===== src/rtl/instruction_fetch_buffer.sv =====
// instruction_fetch_buffer: IF-stage instruction-memory master.
// Issues one read per fetch on a valid/ready address channel and accepts the
// returned word on a valid/ready data channel. bus_stall holds the pipeline
// while a fetch is outstanding, and the instruction/past_instruction pair keeps
// the word seen by decode stable across bus and hazard stalls.
// Optional feature macro: FETCH_ERR_EN adds a response code input (im_rresp)
// and a one-cycle fetch_err pulse. An errored word is replaced by NOP_INST.
module instruction_fetch_buffer #(
    parameter int                   DATA_SIZE = 32,
    parameter int                   ADDR_SIZE = 32,
    parameter logic [DATA_SIZE-1:0] NOP_INST  = 32'h00000013
) (
    input  logic                 clk,
    input  logic                 rst,
    input  logic [ADDR_SIZE-1:0] pc_in,
    input  logic                 fetch_en,
    input  logic                 instruction_stall,
    output logic                 im_req_valid,
    output logic [ADDR_SIZE-1:0] im_req_addr,
    input  logic                 im_req_ready,
    input  logic [DATA_SIZE-1:0] im_rdata,
    input  logic                 im_rvalid,
    output logic                 im_rready,
`ifdef FETCH_ERR_EN
    input  logic [1:0]           im_rresp,
    output logic                 fetch_err,
`endif
    output logic [DATA_SIZE-1:0] instruction,
    output logic [DATA_SIZE-1:0] past_instruction,
    output logic                 bus_stall
);

    typedef enum logic [1:0] {
        IDLE = 2'd0,
        ADDR = 2'd1,
        DATA = 2'd2
    } state_t;

    state_t state;
    logic   start;
    logic   resp_err;

    assign start = fetch_en && !instruction_stall;

`ifdef FETCH_ERR_EN
    assign resp_err = (im_rresp != 2'b00);
`else
    assign resp_err = 1'b0;
`endif

    // Channel handshakes follow directly from the registered state.
    assign im_req_valid = (state == ADDR);
    assign im_rready    = (state == DATA);

    // Hold the pipeline from the start cycle until the word is accepted.
    // The reset term keeps the stall low while rst is asserted.
    assign bus_stall = !rst && (((state == IDLE) && start) ||
                                (state == ADDR) ||
                                ((state == DATA) && !im_rvalid));

    // Fetch FSM: latch the address on start, wait for ready, then wait for data.
    always_ff @(posedge clk or posedge rst) begin
        if (rst) begin
            state       <= IDLE;
            im_req_addr <= '0;
            instruction <= NOP_INST;
`ifdef FETCH_ERR_EN
            fetch_err   <= 1'b0;
`endif
        end else begin
`ifdef FETCH_ERR_EN
            fetch_err <= 1'b0;
`endif
            case (state)
                IDLE: begin
                    if (start) begin
                        im_req_addr <= pc_in;
                        state       <= ADDR;
                    end
                end
                ADDR: begin
                    // Address and valid stay put until the bus takes them.
                    if (im_req_ready) state <= DATA;
                end
                DATA: begin
                    if (im_rvalid) begin
                        // Data is accepted even under a hazard stall.
                        instruction <= resp_err ? NOP_INST : im_rdata;
`ifdef FETCH_ERR_EN
                        fetch_err   <= resp_err;
`endif
                        if (start) begin
                            // Chain straight into the next fetch, no idle bubble.
                            im_req_addr <= pc_in;
                            state       <= ADDR;
                        end else begin
                            state <= IDLE;
                        end
                    end
                end
                default: state <= IDLE;
            endcase
        end
    end

    // past_instruction only advances on cycles where the pipeline moves.
    always_ff @(posedge clk or posedge rst) begin
        if (rst)
            past_instruction <= NOP_INST;
        else if (!instruction_stall && !bus_stall)
            past_instruction <= instruction;
    end

endmodule


===== config.mk =====
export PLATFORM = sky130hd
export DESIGN_NAME = instruction_fetch_buffer
export DESIGN_NICKNAME = d
export VERILOG_FILES = /design/src/rtl/instruction_fetch_buffer.sv
export SDC_FILE = /design/constraint.sdc
export NUM_CORES = 1
export LEC_CHECK = 0
export CAP_MARGIN = 20
export CORE_MARGIN = 3
export CORE_UTILIZATION = 41
export CTS_CLUSTER_SIZE = 14
export DETAILED_ROUTE_END_ITERATION = 16
export PLACE_DENSITY_LB_ADDON = 0.05
export SYNTH_ARGS = -nofsm -noshare
export SYNTH_HDL_FRONTEND = slang
export SYNTH_SLANG_ARGS = --single-unit

===== constraint.sdc =====
create_clock -name clk -period 3.95 [get_ports clk]
set_input_delay 1.185 -clock clk [delete_from_list [all_inputs] [get_ports clk]]
set_output_delay 1.185 -clock clk [all_outputs]
set_load 0.01 [all_outputs]

## Word-level counts from Yosys, hierarchy flattened

Cells that the tools add are included.

- Reduce and logical (&&, ||, !) cells: 16
- Eq/ne operators: 5
- Muxes and demuxes: 8

Operators by type and width:

| cell | number |
|---|---|
| $mux W32 | 2 |
| $pmux W32 S2 | 1 |
| $mux W2 | 3 |
| $pmux W2 S3 | 1 |
| $logic_and A1 B1 Y1 | 5 |
| $logic_not A1 Y1 | 4 |
| $ne A2 B2 Y1 const B | 2 |
| $reduce_and A2 Y1 | 2 |
| $reduce_and A3 Y1 | 1 |
| $eq A2 B1 Y1 const B | 1 |
| $eq A2 B2 Y1 const B | 1 |
| $logic_not A2 Y1 | 1 |
| $logic_or A1 B1 Y1 | 2 |
| $ne A2 B1 Y1 const B | 1 |
| $reduce_bool A2 Y1 | 1 |
| $mux W1 | 1 |

- Word-level logic and storage cells: 33
- Output and inout port bits: 99
- Flip-flop bits (word level): 98
- Input port bits: 70

## Logic depth before layout (Yosys ltp)

Gate-level depths: netlist of the first run.

- Depth after elaboration: 8
- Gate-level depth with buffers: 4

## Worst setup path before layout of the first run

OpenSTA, ideal clock, no wires.

- Path type: input-to-output
- Start point: input fetch_en
- End point: output bus_stall
- Cell stages on the path: 3
- Slack: 1.142 ns
- Arrival time: 1.623 ns
- Data required time: 2.765 ns
- Path buffers: 0
- Cell sequence: nor2b_1 > o21bai_1 > a21oi_1

- Cells in the longest elaborated chain, start to end: 5

Ends and longest elaborated chain:

| item | RTL line | source |
|---|---|---|
| start: declaration | 16 | `input logic fetch_en,` |
| $logic_and A1 B1 Y1 | 43 | `assign start = fetch_en && !instruction_stall;` |
| $logic_and A1 B1 Y1 | 57 | `assign bus_stall = !rst && (((state == IDLE) && start) \|\|` |
| $logic_or A1 B1 Y1 | 57 |  |
| $logic_or A1 B1 Y1 | 58 | `(state == ADDR) \|\|` |
| $logic_and A1 B1 Y1 | 57 |  |
| end: declaration | 30 | `output logic bus_stall` |

Every way passes these cells.

## Worst setup path after layout of the first run

Ends and elaborated chain as after synthesis.

==> results of run 1 <==
routing by layer:
layer,wire length [um],track usage (%)
met1,3510,21.8
met2,3750,24.4
met3,864,6.61
met4,138,6.65
met5,0,0
through the flow:
stage	util [%]	hold slack, ps	power [mW]
after floorplan	-	529	2.37
after global placement	63.0	469	3.40
after detailed placement	63.0	474	3.45
after CTS	66.0	496	4.26
after global routing	66.0	519	4.45
final	66.0	492	4.20
report_power, final:
part / leakage, nW / internal, mW / total [mW] / switching (mW)
clock network: 0.130 / 0.459 / 0.806 / 0.347
logic: 1.14 / 1.11 / 1.71 / 0.592
registers: 1.16 / 1.45 / 1.69 / 0.240
how the worst max path moves through the flow:
| stage | start | to | slack, ps |
|---|---|---|---|
| floorplan | rst | im_req_addr[0] | 210 |
| global placement | fetch_en | bus_stall | 160 |
| detailed placement | fetch_en | bus_stall | 150 |
| CTS | fetch_en | bus_stall | 140 |
| global route | instruction_stall | bus_stall | 60 |
| finish | fetch_en | bus_stall | 140 |
registers in the layout, summed over array words and instances (netlist names):
name	count
state	2
instruction	32
past_instruction	32
im_req_addr	32
layout by cell type, fill, tap and decap left out, types with 2 or more instances in the layout:
cell / instances
mux2_1: 2
buf_4: 4
bufinv_16: 3
dfrtp_1: 92
mux2_2: 94
nor2b_1: 2
nand2b_1: 2
dfstp_2: 6
nand2_1: 3
clkdlybuf4s50_1: 168
clkbuf_8: 11
final cells by class:
class	count	area (sq um)
fill	666	2980
sequential	98	2460
timing repair buffer	173	1730
multi-input combinational	112	1190
clock buffer	11	151
tap	108	135
clock inverter	5	108
inverter	2	10.0
critical path: stages:
cell	delay [ps]
clkdlybuf4s50_1	470
nor2b_1	190
o21bai_1	80
a21oi_1	150
clkdlybuf4s50_1	560
kinds of logic after synthesis:
| family | share of synthesized area (%) |
|---|---|
| flip-flops | 66.3 |
| AO/OA/AOI/OAI | 0.809 |
| AND/OR/NAND/NOR | 1.89 |
| multiplexers | 29.1 |
| buffers and inverters | 1.92 |
==> out/qor.yml, run 1 <==
fp-row-count: 34
drive_gt1_share_pct: 30.7
yosys-top-cells-count: "mux2_2, dfrtp_1, buf_2, dfstp_2"
outcome: "finished clean"
crit_type: "in -> out"
arrival_ps: 2620
wl_per_cell_um: 16.2
clock_latency_ps: 350
leakage_nw: 2.43
place_ws_ps: 155
cts_tree: "built"
synth_top_area_cell: "dfrtp_1"
nets: 466
fin_area_sq_um: 5780
hp-class: "reg -> reg"
ys_ff_latch: 98
endpoint_kind: "output pin"
dp_cells: 493
min_to: "past_instruction[25]"
start_util_pct: 42.4
drcViolationCount: 0
die_y_um: 101
htree_levels: 3
first_iter_violations: 55
finalMaxSlewViolations: 0
post_cts_buffers: 0
num_antenna_cells: 0
netlist.area_leader.share_pct: 62.0
grt_pass1_vias: 2606
rsz0062_at_grt: "no"
p_per_area_nw_per_um2: 727
ys_warn_count: 0
synth.distinct_cells: 19
instances_no_fill: 509
syn_avg_cell_area_sq_um: 16.8
cts_root_buf: "clkbuf_8"
peakVddDrop_v: 0.000374
cts.sinks: 98
fmax_mhz: 263
syn_area_sq_um: 3710
synth_edf_count: 0
clk_pin_slew_ps: 100
die_x_um: 101
port_buffers: 168
gp_congestion: 0.735
hp-start: "past_instruction[25]"
cts_resized: 0
reg2reg_from: "state[0]"
drt.antenna.violating_nets: 0
fin_skew_ps: 16.3
synth_area_leaders: "dfrtp_1, mux2_2, dfstp_2"
synthArstFlopShare_pct: 100
overflow: 0
fin_crit_sh_pct: 96.4
min_path_cells: 1
reg2reg_to: "past_instruction[5]"
synthesis.nets: 291
holdBufCountCts: 0
min_period_ps: 3810
place_area_sq_um: 5530
tightest_slew_ps: 520
reg2reg_setup_slack_ps: 2090
finalSetupTns_ps: 0
cts_inserted_buffers: 9
area_growth_pct: 55.8
grt_pass1_wl_mm: 13.1
reg2reg_depth: 4
max_cap_viol_count: 0
yosysMostFrequentCell: "mux2_2"
antenna_found_initial: 0
ys_seq_area_share_pct: 66.3
drt_wl_total_mm: 8.26
critPathLaunchType: "primary input"
detailed_place_hpwl_mm: 5.90
cp.required_ps: 2760
post_drt_via_cell_ratio: 4.78
fin_ws_ps: 144
dieArea_sq_um: 10200
syn-instance-count: 221
worstPathMaxFanout: 2
relSlewSlack_pct: 64.8
ios: 169
grt_max_degree: 47
drt_first_pass_iters: 4
synth_flop_cell: "dfrtp_1"
groute.usage.overall_pct: 16.5
hold_viol: 0
via_count: 2431
core_area_sq_um: 8760
finalSetupViolCount: 0
cts.path.max_buffers: 2
Note: power is estimated with default switching activity, not from simulation.
==> run 2: changes to the inputs <==
CORE_ASPECT_RATIO = 0.75   (was unset)
GPL_TIMING_DRIVEN = 0   (was unset)
==> out/qor.yml, run 2 (synthesis results as in run 1) <==
outcome: "finished clean"
mostFrequentLayoutCells: "clkdlybuf4s50_1, mux2_2, dfrtp_1"
htree_levels: 3
reg.largest.list: "im_req_addr: 32 flops, instruction: 32 flops, past_instruction: 32 flops"
groute.usage.overall_pct: 17.4
cp_slowest_cell: "clkdlybuf4s50_1"
drt_wl_total_mm: 8.72
drive_gt1_share_pct: 30.0
instances_no_fill: 514
die_x_um: 116
layout_commonest_cell: "clkdlybuf4s50_1"
p_sw_share_pct: 28.2
cp_num_buf_inv: 2
start_util_pct: 43.0
leakage_nw: 2.45
slowest_delay_ps: 470
drt_first_pass_iters: 4
dieArea_sq_um: 10200
min_period_ps: 3470
cts_inserted_buffers: 9
fmax_mhz: 288
die_y_um: 88.4
p_sw_mw: 1.18
post_drt_via_cell_ratio: 4.86
reg2reg_to: "past_instruction[16]"
drt.antenna.violating_nets: 0
overflow: 0
final_util_pct: 67.3
relSlewSlack_pct: 62.5
tightest_slew_ps: 562
worstPathMaxFanout: 2
reg2reg_from: "state[0]"
gp_congestion: 0.746
nFillCells: 682
detailed_place_hpwl_mm: 6.53
p_clk_share_pct: 18.1
path_cells: "clkdlybuf4s50_1, nor2b_1, o21bai_1, a21oi_1, dlymetal6s2s_1"
grt_pass1_vias: 2660
multiInputGateArea_sq_um: 1180
reg2reg_setup_slack_ps: 2070
drcViolationCount: 0
fin_crit_sh_pct: 87.9
rsz0062_at_grt: "no"
port_buffers: 168
endpoint_kind: "output pin"
dp_cells: 498
hold_viol: 0
min_path_cells: 1
fin_skew_ps: 3.95
reg2reg_depth: 4
clock_latency_ps: 330
arrival_ps: 2290
antenna_found_initial: 0
grt_max_degree: 72
wl_per_cell_um: 17.0
seq_area_sq_um: 2460
p_int_mw: 3.00
hp-class: "reg -> reg"
via_count: 2497
seqPwrFrac_pct: 40.9
cts_root_buf: "clkbuf_16"
cts.sinks: 98
peakVddDrop_v: 0.000424
startpoint: "fetch_en"
max_cap_viol_count: 0
grt_pass1_wl_mm: 13.6
critical_path_depth: 5
path_delay_family: "buffers and inverters"
holdBufCountCts: 0
area_growth_pct: 56.6
p_per_area_nw_per_um2: 720
num_antenna_cells: 0
finalMaxSlewViolations: 0
clk_pin_slew_ps: 60
cts.path.max_buffers: 2
cp.required_ps: 2760
first_iter_violations: 66
combPwrFrac_pct: 41.0
critPathCapture: "bus_stall"
critPathLaunchType: "primary input"
cts_tree: "built"
ios: 169
core_area_sq_um: 8640
finalSetupViolCount: 0
crit_type: "in -> out"
nets: 471
fp-row-count: 29
power_mw: 4.18
==> run 2: layer usage <==
metal | routed length (um) | up-vias | GRT usage [%]
met5 | 0 | - | 0
met4 | 80 | 0 | 4.74
met3 | 997 | 9 | 9.16
met2 | 4040 | 108 | 27.1
met1 | 3600 | 1248 | 21.5
li1 | - | 1132 | -
==> run 2: power by group through the flow <==
stage,Sequential (mW),Combinational (mW),Clock (mW)
floorplan,1.90,0.470,0
finish,1.71,1.72,0.758
global placement,1.70,1.71,0
detailed placement,1.73,1.74,0
CTS,1.72,1.75,0.786
global route,1.78,1.82,0.837
==> run 2: through the flow <==
stage	setup WS (ps)	instance area (sq um)	setup TNS [ps]	hold slack, ps
floorplan	213	3710	0	529
global placement	-1380	5530	-129100	471
detailed placement	120	5560	0	477
CTS	65.0	5810	0	491
global route	366	5810	0	526
finish	479	5810	0	486
==> run 2: worst min-delay path by stage <==
stage                                    start                   end  slack (ps)
after floorplan           past_instruction[24]  past_instruction[24]         530
after global placement    past_instruction[24]  past_instruction[24]         470
after detailed placement  past_instruction[24]  past_instruction[24]         480
after CTS                 past_instruction[24]  past_instruction[24]         490
after global routing           im_req_addr[17]       im_req_addr[17]         530
final                     past_instruction[24]  past_instruction[24]         490
==> run 2: cell type report <==
class	instances	area share, %
Clock inverter	1	0.0861
Clock buffer	15	4.26
Tap cell	108	2.32
Buffer	9	1.10
Multi-Input combinational cell	112	20.3
Inverter	2	0.172
Timing Repair Buffer	169	29.4
Sequential cell	98	42.3
==> run 2: timing repair <==
item                       CTS  global route
buffers inserted             0             0
setup endpoints to repair    0             1
gates resized for setup      0             1
==> run 2: worst reg2reg max path, cell delays in order, from the launching register on <==
cell      delay (ps)
dfrtp_1          420
or2_0            250
a211oi_2         500
buf_6            250
mux2_2           350
